## config.mk

```make
export PLATFORM = sky130hd
export DESIGN_NAME = reproductor_secuencia
export DESIGN_NICKNAME = d
export VERILOG_FILES = /design/src/rtl/reproductor_secuencia.sv
export SDC_FILE = /design/constraint.sdc
export NUM_CORES = 1
export LEC_CHECK = 0
export BUFFER_PORTS_ARGS = -buffer_cell sky130_fd_sc_hd__buf_2
export CELL_PAD_IN_SITES_DETAIL_PLACEMENT = 1
export CELL_PAD_IN_SITES_GLOBAL_PLACEMENT = 1
export CORE_UTILIZATION = 39
export CTS_CLUSTER_DIAMETER = 80
export DETAILED_ROUTE_END_ITERATION = 7
export PLACE_DENSITY = 0.75
export SLEW_MARGIN = 15
export SYNTH_ARGS = -nofsm -noshare
export SYNTH_HDL_FRONTEND = slang
export SYNTH_SLANG_ARGS = --single-unit
```

## constraint.sdc

```tcl
create_clock -name clk -period 3.1 [get_ports clk]
set_input_delay 0.62 -clock clk [delete_from_list [all_inputs] [get_ports clk]]
set_output_delay 0.62 -clock clk [all_outputs]
set_load 0.03 [all_outputs]
```

## src/rtl/reproductor_secuencia.sv

```systemverilog
// +----------------------------------------------------------------------------+
// | reproductor_secuencia                                                      |
// | Challenge-mode playback sequencer: latches a note sequence and drives the  |
// | tone generator one note at a time with timed notes and gaps.               |
// | Optional: SECUENCIA_BUCLE_EN loops playback until detener/reset.           |
// | Revision: 1.0                                                              |
// +----------------------------------------------------------------------------+
`default_nettype none

module reproductor_secuencia #(
  parameter int NUM_NOTAS    = 10,
  parameter int ANCHO_NOTA   = 3,
  parameter int CICLOS_NOTA  = 25000000,
  parameter int CICLOS_PAUSA = 5000000
) (
  input  logic                            clk,
  input  logic                            reset,
  input  logic                            cargar,
  input  logic [NUM_NOTAS*ANCHO_NOTA-1:0] busNotas,
  input  logic                            tocar,
  input  logic                            detener,
  output logic [ANCHO_NOTA-1:0]           nota_tono,
  output logic                            tono_activo,
  output logic [3:0]                      indice,
  output logic                            ocupado,
  output logic                            fin_reproduccion
);

  typedef enum logic [1:0] {
    REPOSO = 2'd0,
    NOTA   = 2'd1,
    PAUSA  = 2'd2,
    FIN    = 2'd3
  } estado_t;

  localparam int          C_ANCHO_SEC  = NUM_NOTAS * ANCHO_NOTA;
  localparam logic [24:0] C_ULT_NOTA   = 25'(CICLOS_NOTA - 1);
  localparam logic [24:0] C_ULT_PAUSA  = (CICLOS_PAUSA > 0) ? 25'(CICLOS_PAUSA - 1) : 25'd0;
  localparam logic [3:0]  C_ULT_INDICE = 4'(NUM_NOTAS - 1);

  estado_t                  estado_q, estado_d;
  logic [3:0]               indice_q, indice_d;
  logic [24:0]              cnt_q, cnt_d;
  logic [C_ANCHO_SEC-1:0]   seq_q, seq_d;
  logic [ANCHO_NOTA-1:0]    nota_q, nota_d;
  logic                     tono_q, tono_d;
  logic                     ocupado_q, ocupado_d;
  logic                     fin_q, fin_d;
  logic                     fin_hueco;

  always_comb begin
    estado_d  = estado_q;
    indice_d  = indice_q;
    cnt_d     = cnt_q + 25'd1;
    seq_d     = seq_q;
    fin_d     = 1'b0;
    fin_hueco = 1'b0;

    case (estado_q)
      REPOSO: begin
        cnt_d    = 25'd0;
        indice_d = 4'd0;
        if (cargar) seq_d = busNotas;
        if (tocar) estado_d = NOTA;
      end
      NOTA: begin
        if (cnt_q == C_ULT_NOTA) begin
          cnt_d = 25'd0;
          if (CICLOS_PAUSA == 0) fin_hueco = 1'b1;
          else                   estado_d  = PAUSA;
        end
      end
      PAUSA: begin
        if (cnt_q == C_ULT_PAUSA) begin
          cnt_d     = 25'd0;
          fin_hueco = 1'b1;
        end
      end
      default: begin
        estado_d = REPOSO;
        indice_d = 4'd0;
        cnt_d    = 25'd0;
      end
    endcase

    // End of a note slot (note plus its gap): advance, loop or finish.
    if (fin_hueco) begin
      if (indice_q != C_ULT_INDICE) begin
        indice_d = indice_q + 4'd1;
        estado_d = NOTA;
      end else begin
`ifdef SECUENCIA_BUCLE_EN
        indice_d = 4'd0;
        estado_d = NOTA;
`else
        estado_d = FIN;
`endif
        fin_d = 1'b1;
      end
    end

    if (detener) begin
      estado_d = REPOSO;
      indice_d = 4'd0;
      cnt_d    = 25'd0;
      fin_d    = 1'b0;
    end

    // Outputs are registered, so they are derived from the next state.
    nota_d    = '0;
    if (estado_d == NOTA) nota_d = seq_d[int'(indice_d) * ANCHO_NOTA +: ANCHO_NOTA];
    tono_d    = |nota_d;
    ocupado_d = (estado_d != REPOSO);
  end

  always_ff @(posedge clk) begin
    if (reset) begin
      estado_q  <= REPOSO;
      indice_q  <= 4'd0;
      cnt_q     <= 25'd0;
      seq_q     <= '0;
      nota_q    <= '0;
      tono_q    <= 1'b0;
      ocupado_q <= 1'b0;
      fin_q     <= 1'b0;
    end else begin
      estado_q  <= estado_d;
      indice_q  <= indice_d;
      cnt_q     <= cnt_d;
      seq_q     <= seq_d;
      nota_q    <= nota_d;
      tono_q    <= tono_d;
      ocupado_q <= ocupado_d;
      fin_q     <= fin_d;
    end
  end

  assign nota_tono        = nota_q;
  assign tono_activo      = tono_q;
  assign indice           = indice_q;
  assign ocupado          = ocupado_q;
  assign fin_reproduccion = fin_q;

endmodule

`default_nettype wire
```

==> reports/summary.md <==
Synth
- **flop and latch count out of synthesis** 67
- **synthesized instance count** 464
- **proportion of synthesized flip-flops having asynchronous set or reset** 0
- **synth top area cells** dfxtp_1, nand2_1, a21oi_1
- **Netlist cell types** 70
- **Post-synth EDFFs** 0
- **cell type with the highest aggregate area in the netlist** dfxtp_1
- **Seq/Total Area, Yosys** 0.356
- **most frequently used flop master after synthesis** dfxtp_1
- **number of nets in the synthesized netlist** 506
- **Syn. warnings** 0
- **Netlist Area Pre-Place** 0.00377 mm²
- **synthesized area per cell** 8.13 µm²
- **proportion of netlist area held by the largest area contributor** 0.356

Floorplan
- **placeable core region** 0.00928 mm²
- **area of the die** 0.0101 mm²
- **std cell rows** 35
- **count of pins on the block boundary** 45
- **Initial Util** 0.406
- **x dimension of the die** 100 µm
- **floorplan die height** 100 µm

STA
- **remaining max-slew budget at the tightest pin** 0.640
- **number of hold-slack violations in the final timing report** 0
- **TNS Setup** 0 ps
- **clk_skew** 9.90 ps
- **Tmin final** 2980 ps
- **highest clock rate** 0.335 GHz
- **share of the cycle needed by the critical path after routing** 0.962
- **Setup Viol. Count Final** 0
- **actual transition at the worst max-transition pin** 526 ps
- **Max Transition Viols Final** 0

Global routing
- **overflow left after global routing** 0
- **antenna violations before repair** 0
- **wire length of the first global-routing pass** 17800 µm
- **via count of the first global-routing pass** 3450
- **pin count of the biggest net entering global routing** 34
- **GRT Overall Usage** 0.226

Detailed routing
- **drt first pass iters** 4
- **count of unresolved DRC violations after routing** 0
- **number of DRC markers after the initial detailed-route iteration** 128
- **vias per inst** 5.42
- **routed wirelength normalized by instance count** 16.9 µm
- **Detail Route Antenna Nets** 0
- **total vias in the final route** 3568
- **total wirelength of the detailed-routed design** 11100 µm

Worst setup path
- **critical path fanouts, max** 7
- **CP Class** flip-flop to flip-flop
- **Crit path required time** 3340 ps
- **critical path data arrival time** 3220 ps
- **sort of element at the start of the critical path** flip-flop
- **capturing element type of the critical path** flip-flop

Finish
- **layout cell share with drive strength beyond 1** 0.246
- **filler cell count** 1170
- **total non-filler cell area in the finished layout** 0.00453 mm²
- **most common cell after layout, fill and taps aside** nand2_1
- **final core area utilization** 0.488
- **Area growth, synth to finish** 20.2%
- **Antenna diodes** 0
- **Nets** 566
- **most frequent cells in the layout** nand2_1, dfxtp_1, a21oi_1
- **Layout Cells excl Fill** 658

Clock network
- **maximum clock path buffer count** 2
- **total number of clock tree sinks** 67
- **number of buffers added by the clock tree synthesis step** 9
- **root buf cell** clkbuf_8
- **TritonCTS clock tree** yes
- **H-tree level count** 3
- **clock insertion delay at the later pin of the skew report** 360 ps
- **clock-pin slew on the worst setup and hold paths** 80 ps

Placed design
- **Placement Cell Area** 0.00422 mm²
- **quantity of I/O buffers inserted on ports** 44
- **dpl hpwl** 7970 µm
- **Placed Cells** 639
- **placer's final routability congestion estimate** 0.876

Hold path
- **worst min-delay path category** flip-flop to flip-flop

Pwr
- **largest vdd supply drop** 225 µV
- **leak pwr** 1.72 nW
- **power density over cell area** 436 mW/mm²
- **overall power** 0.00198 W

Job
- **number of maximum-capacitance violations** 0

Outcome
- **outcome** finished, final reports clean

synthesized netlist by cell type (3+ instances only):
library cell / n
a21boi_0: 3
buf_6: 3
o211ai_1: 4
a31oi_1: 4
mux2i_1: 14
a211oi_1: 4
nor3_1: 3
inv_1: 12
and3_1: 4
or2_2: 6
a21oi_1: 52
buf_4: 3
and4_1: 3
clkbuf_1: 15
nand4_1: 8
nand2_1: 87
ha_1: 7
xor2_1: 15
and4bb_2: 3
buf_2: 3
nor2_1: 43
and2_1: 4
xnor2_1: 4
o21ai_0: 21
or3_1: 6
nand3_1: 7
dfxtp_1: 67
nor2b_1: 8
through the flow:
| step | setup WS, ps | hold slack, ps |
|---|---|---|
| 2_1_floorplan | 71.1 | 413 |
| 3_3_place_gp | 99.2 | 426 |
| 4_1_cts | 13.6 | 464 |
| 3_5_place_dp | 5.88 | 453 |
| 6_report | 119 | 422 |
| 5_1_grt | -17.0 | 439 |
report_power, final:
part           internal [W]  switching (W)
Sequential         0.000886      0.0000137
Combinational     0.0000737       0.000109
Clock              0.000533       0.000360
what timing repair did:
action                     CTS  global route
buffers inserted             0             2
resized for setup            0            12
hold endpoints to repair     0             0
setup endpoints to repair    1             1
pin swaps                    1             8
hold buffers                 0             0
cloned                       0             1
cell type report:
cell class / count / area (µm²) / share of cell area
multi-input combinational: 360 / 2290 / 0.506
sequential: 67 / 1350 / 0.297
timing repair buffer: 74 / 445 / 0.0983
tap: 129 / 161 / 0.0356
clock buffer: 9 / 124 / 0.0273
clock inverter: 7 / 116 / 0.0257
inverter: 12 / 45.0 / 0.00994
cells by family after synthesis:
group,count (synthesis),synth area share
buffers and inverters,38,0.0498
flip-flops,67,0.356
multiplexers,17,0.0501
XOR/XNOR,19,0.0441
adder cells (fa/ha/maj),7,0.0232
AO/OA/AOI/OAI,110,0.192
AND/OR/NAND/NOR,206,0.285
state kept, by name, indices dropped and copies added (netlist names):
register and cells:
cnt_q 25, nota_tono 3, estado_q 2, seq_q 30, fin_reproduccion 1, ocupado 1
tono_activo 1, indice 4
layer usage:
layer  track usage  vias to the layer above  part of all wire
li1              -                     1743                 -
met1         0.317                     1738              0.48
met2         0.351                       76              0.46
met3        0.0432                       11             0.048
met4        0.0702                        0             0.011
met5             0                        -                 0
worst paths after layout:
| kind | start | to | slack (ps) | cells after the start |
|---|---|---|---|---|
| setup / recovery | cnt_q[1] | tono_activo | 120 | 10 |
| hold / removal | cnt_q[0] | cnt_q[0] | 420 | 1 |
| setup reg to reg | cnt_q[1] | tono_activo | 120 | 10 |
| hold reg to reg | cnt_q[0] | cnt_q[0] | 420 | 1 |
worst max-delay path, stage by stage (launching register included):
cell      delay (ps)
dfxtp_1          340
ha_2             180
and4bb_2         280
nand4_4          170
or3_4            460
a21o_1           210
mux2i_1          120
or4_1            530
a21oi_2          150
nor4_2            50
or3_1            380
Power figures use the tool's default switching activity.
